--- src/rtl/bcd_serial_adder.sv ---
// Multi-digit packed-BCD adder that resolves one digit per clock, LSD first.
// Optional macro BCD_SUB_EN adds a 'sub' input (nine's complement of b for a - b).
module bcd_serial_adder #(
    parameter int NDIGITS = 4,
    parameter int IDXW    = 4
) (
    input  logic                 clk,
    input  logic                 reset,
    input  logic                 start,
    input  logic [4*NDIGITS-1:0] a,
    input  logic [4*NDIGITS-1:0] b,
    input  logic                 Cin,
`ifdef BCD_SUB_EN
    input  logic                 sub,
`endif
    output logic [4*NDIGITS-1:0] s,
    output logic                 Cout,
    output logic                 busy,
    output logic                 done,
    output logic                 err
);

    localparam int W = 4 * NDIGITS;

    localparam logic [1:0] ST_IDLE = 2'd0;
    localparam logic [1:0] ST_ADD  = 2'd1;
    localparam logic [1:0] ST_DONE = 2'd2;

    localparam logic [IDXW-1:0] LAST_IDX = IDXW'(NDIGITS - 1);

    logic [1:0]      state_q, state_d;
    logic [IDXW-1:0] idx_q, idx_d;
    logic            carry_q, carry_d;
    logic [W-1:0]    a_q, a_d;
    logic [W-1:0]    b_q, b_d;
    logic [W-1:0]    s_q, s_d;
    logic            cout_q, cout_d;
    logic            err_q, err_d;

    // Operand conditioning at the start edge: validity flags and effective b.
    logic [NDIGITS-1:0] a_bad;
    logic [NDIGITS-1:0] b_bad;
    logic [W-1:0]       b_eff;

    genvar gi;
    generate
        for (gi = 0; gi < NDIGITS; gi++) begin : g_operand
            assign a_bad[gi] = (a[4*gi +: 4] > 4'd9);
            assign b_bad[gi] = (b[4*gi +: 4] > 4'd9);
`ifdef BCD_SUB_EN
            assign b_eff[4*gi +: 4] = sub ? (4'd9 - b[4*gi +: 4]) : b[4*gi +: 4];
`else
            assign b_eff[4*gi +: 4] = b[4*gi +: 4];
`endif
        end
    endgenerate

    // Select the digit pair addressed by idx.
    logic [3:0] cur_a;
    logic [3:0] cur_b;

    always_comb begin
        cur_a = 4'd0;
        cur_b = 4'd0;
        for (int i = 0; i < NDIGITS; i++) begin
            if (idx_q == IDXW'(i)) begin
                cur_a = a_q[4*i +: 4];
                cur_b = b_q[4*i +: 4];
            end
        end
    end

    // One digit of decimal addition; the +6 correction is applied even to non-BCD input.
    logic [4:0] dig_sum;
    logic [4:0] dig_adj;
    logic [3:0] dig_out;
    logic       dig_carry;

    always_comb begin
        dig_sum = {1'b0, cur_a} + {1'b0, cur_b} + {4'd0, carry_q};
        dig_adj = dig_sum + 5'd6;
        if (dig_sum > 5'd9) begin
            dig_out   = dig_adj[3:0];
            dig_carry = 1'b1;
        end else begin
            dig_out   = dig_sum[3:0];
            dig_carry = 1'b0;
        end
    end

    always_comb begin
        state_d = state_q;
        idx_d   = idx_q;
        carry_d = carry_q;
        a_d     = a_q;
        b_d     = b_q;
        s_d     = s_q;
        cout_d  = cout_q;
        err_d   = err_q;

        case (state_q)
            ST_IDLE, ST_DONE: begin
                state_d = ST_IDLE;
                if (start) begin
                    a_d     = a;
                    b_d     = b_eff;
                    carry_d = Cin;
                    s_d     = '0;
                    idx_d   = '0;
                    err_d   = |{a_bad, b_bad};
                    state_d = ST_ADD;
                end
            end
            ST_ADD: begin
                for (int i = 0; i < NDIGITS; i++) begin
                    if (idx_q == IDXW'(i)) begin
                        s_d[4*i +: 4] = dig_out;
                    end
                end
                carry_d = dig_carry;
                // Top digit finishes the operation; idx parks at 0 rather than wrapping.
                if (idx_q == LAST_IDX) begin
                    cout_d  = dig_carry;
                    idx_d   = '0;
                    state_d = ST_DONE;
                end else begin
                    idx_d = idx_q + IDXW'(1);
                end
            end
            default: begin
                state_d = ST_IDLE;
                idx_d   = '0;
            end
        endcase
    end

    always_ff @(posedge clk or posedge reset) begin
        if (reset) begin
            state_q <= ST_IDLE;
            idx_q   <= '0;
            carry_q <= 1'b0;
            a_q     <= '0;
            b_q     <= '0;
            s_q     <= '0;
            cout_q  <= 1'b0;
            err_q   <= 1'b0;
        end else begin
            state_q <= state_d;
            idx_q   <= idx_d;
            carry_q <= carry_d;
            a_q     <= a_d;
            b_q     <= b_d;
            s_q     <= s_d;
            cout_q  <= cout_d;
            err_q   <= err_d;
        end
    end

    assign s    = s_q;
    assign Cout = cout_q;
    assign busy = (state_q == ST_ADD);
    assign done = (state_q == ST_DONE);
    assign err  = err_q;

endmodule

--- config.mk ---
export PLATFORM = sky130hd
export DESIGN_NAME = bcd_serial_adder
export DESIGN_NICKNAME = d
export VERILOG_FILES = /design/src/rtl/bcd_serial_adder.sv
export SDC_FILE = /design/constraint.sdc
export NUM_CORES = 1
export LEC_CHECK = 0
export ABC_AREA = 1
export BUFFER_PORTS_ARGS = -buffer_cell sky130_fd_sc_hd__buf_2
export CORE_MARGIN = 2
export CORE_UTILIZATION = 40
export DETAILED_ROUTE_END_ITERATION = 7
export GPL_ROUTABILITY_DRIVEN = 0
export GPL_TIMING_DRIVEN = 0
export PLACE_DENSITY = 0.69
export SETUP_SLACK_MARGIN = 0.02
export SLEW_MARGIN = 15
export SYNTH_ARGS = -nofsm -noshare
export SYNTH_HDL_FRONTEND = slang
export SYNTH_SLANG_ARGS = --single-unit
--- constraint.sdc ---
create_clock -name clk -period 4.7 [get_ports clk]
set_input_delay 0.235 -clock clk [delete_from_list [all_inputs] [get_ports clk]]
set_output_delay 0.235 -clock clk [all_outputs]
set_load 0.01 [all_outputs]
==> impl_metrics.env <==
export IMPL_vias=2582
export IMPL_drv_cap=0
export IMPL_drt_vias_per_instance=4.80
export IMPL_grt_overflow=0
export IMPL_clock_skew_ps=7.58
export IMPL_wl_mm=6.75
export IMPL_cts_resized_gates=0
export IMPL_fin_crit_sh=0.753
export IMPL_ios=56
export IMPL_tightest_slew_ps=741
export IMPL_path_cells="inv_1 > ha_1 > nand2_2 > buf_4 > inv_1 > a21oi_1 > o22ai_1 > fa_1 > fa_1 > nand2_1 > nand2_1 > ha_1 > nand2_1 > a21boi_1 > nand2_2 > nand2_2 > nand3_2 > nand3_1 > nand2_1"
export IMPL_insertedDiodeCount=0
export IMPL_cts_hold_buf=0
export IMPL_dp_hpwl_mm=5.24
export IMPL_cp_start_kind="flip-flop"
export IMPL_nets=481
export IMPL_cts_buffer_depth=2
export IMPL_clk_latency_ps=340
export IMPL_syn2layout_area_growth_pct=21.6
export IMPL_syn_mean_instance_area_um2=8.06
export IMPL_crit_slowest_cell="fa_1"
export IMPL_crit_top_cell="nand2_1"
export IMPL_antenna_found_initial=0
export IMPL_die_y_um=90.1
export IMPL_fmax_mhz=282
export IMPL_timing_final_ws_setup_ps=1160
export IMPL_status="complete, no violations"
export IMPL_grt_usage=0.188
export IMPL_dp_slack_ps=1140
export IMPL_clkTransAtPathRegs_ps=70
export IMPL_clock_sinks=57
export IMPL_critPathCaptureType="flip-flop"
export IMPL_slew_violations=0
export IMPL_cts_inserted_buffers=9
export IMPL_cts_root_buffer="clkbuf_8"
export IMPL_synthCells=368
export IMPL_cp_arrival_ps=3760
export IMPL_yosysWarnings=0
export IMPL_slew_headroom=0.505
export IMPL_synthDistinctLibCells=31
export IMPL_min_period_ps=3540
export IMPL_routedWlPerCell_um=12.5
export IMPL_drt_iter0_drc=100
export IMPL_path_class="reg2reg"
export IMPL_grt_pass1_wl_mm=12.2
export IMPL_multi_input_area_mm2=0.00132
export IMPL_whs_ps=23.9
export IMPL_coreArea_mm2=0.00721
export IMPL_final_hold_violation_count=0
export IMPL_cts_htree_levels=3
export IMPL_grt_pass1_vias=2572
export IMPL_rsz0062_at_grt="false"
export IMPL_synth_top_area_share=0.481
export IMPL_fin_tns_setup_ps=0
export IMPL_path_max_fanout=10
export IMPL_drc=0
export IMPL_rows=31
export IMPL_hp_class="in2async"
export IMPL_ys_seq_area_frac=0.481
export IMPL_netlist_area_mm2=0.00297
export IMPL_register_area_mm2=0.00143
export IMPL_cts_tree="built"
export IMPL_ant_nets=0
export IMPL_initial_core_util=0.411
export IMPL_fp_dieW_um=90.1
export IMPL_syn_num_nets=414
export IMPL_fin_util=0.500
export IMPL_die_area_mm2=0.00812
export IMPL_setup_viol_count_final=0
export IMPL_synth_area_top_cells="dfrtp_1 48%, nand2_1 17%, o21ai_0 5.7%"
export IMPL_cts_setup_buffers=0
export IMPL_required_ps=4920
export IMPL_worstRegToRegCells=19
export IMPL_portBuffers=55
export IMPL_yosys_register_bits=57
export IMPL_drive_above_1_share=0.244
export IMPL_nFillCells=736
export IMPL_cp_slowest_stage_delay_ps=450
export IMPL_grt_max_degree=36
export IMPL_synth_largest_area_cell="dfrtp_1"
export IMPL_dr_pass1_iters=4
stage by stage:
step | cell area [um2] | instances
after floorplan | 2970 | 368
after global placement | 3370 | 522
after detailed placement | 3390 | 523
after CTS | 3610 | 538
after global routing | 3610 | 538
final | 3610 | 538
synthesized netlist by cell type (all sizes together):
cell type / number
o21ai: 41
a21boi: 1
nor2: 12
nand2: 141
and3: 1
o211ai: 4
or2: 1
ha: 8
nor3b: 1
xor2: 1
a31oi: 4
nand4: 8
dfrtp: 57
nand3: 20
a22oi: 1
buf: 5
clkbuf: 4
fa: 2
o22ai: 3
inv: 48
a21oi: 5
path summary, 6_finish.rpt:
check,startpoint,endpoint,slack (ps)
max in group asynchronous,reset,b_q[15]$_DFFE_PP0P_,4110
min reg2reg,a_q[10]$_DFFE_PP0P_,a_q[10]$_DFFE_PP0P_,470
min in group clk,a[4],a_q[4]$_DFFE_PP0P_,100
max reg2reg,idx_q[0]$_DFFE_PP0P_,s[11]$_DFFE_PP0P_,1160
min,reset,state_q[0]$_DFFE_PP0N_,20
max,idx_q[0]$_DFFE_PP0P_,s[11]$_DFFE_PP0P_,1160
cell families after synthesis:
group / Yosys count / synth area share
xor gates and xnor gates: 1 / 0.00295
and+or+nand+nor: 184 / 0.274
DFF: 57 / 0.481
adders and majority gates: 10 / 0.0472
buffers and inverters: 57 / 0.0759
AOI/OAI and AO/OA: 59 / 0.119
routing by layer:
metal	track usage	part of all wire	vias up	routed length (um)
met4	0.0718	0.022	0	146
li1	-	-	1306	-
met5	0	0	-	0
met1	0.247	0.47	1185	3170
met3	0.0461	0.053	12	360
met2	0.299	0.46	79	3070
placed cells by master (no fill, tap or decap), types with 2 or more instances in the layout:
cell / synthesis / routed
buf_2: 3 / 58
dfrtp_1: 57 / 57
nor2_1: 7 / 7
o21ai_1: 2 / 2
a21oi_1: 4 / 4
nand4_1: 8 / 8
inv_2: 9 / 10
inv_1: 39 / 38
fa_1: 2 / 2
nor2_4: 4 / 4
ha_1: 8 / 8
o21ai_2: 4 / 4
o21ai_0: 34 / 34
clkbuf_1: 4 / 4
o211ai_1: 4 / 4
nand2_1: 134 / 134
o22ai_1: 3 / 3
nand2_2: 7 / 7
buf_4: 2 / 2
a31oi_1: 4 / 4
clkbuf_8: 0 / 13
nand3_1: 19 / 19
state kept, by name, summed over array words and instances, names as in the netlist:
name and count:
s 16, idx_q 4, Cout 1, state_q 2, err 1, a_q 16
carry_q 1, b_q 16
cell type report:
cell class | count | area share
Sequential cell | 57 | 0.395
Multi-Input combinational cell | 254 | 0.365
Timing Repair Buffer | 56 | 0.0839
Inverter | 48 | 0.0499
Clock buffer | 13 | 0.0496
Tap cell | 99 | 0.0343
Buffer | 9 | 0.0125
Clock inverter | 2 | 0.00971
worst max-delay path, delay by kind of cell, from the launching register on:
kind	cells	cell delay, ps
AO/OA/AOI/OAI	3	460
adder cells (fa/ha/maj)	4	1310
buffers and inverters	3	340
flip-flops	1	440
AND/OR/NAND/NOR	9	880
Power is not shown: default switching activity piles up to over one toggle a cycle in this logic, so the estimate is an artifact.
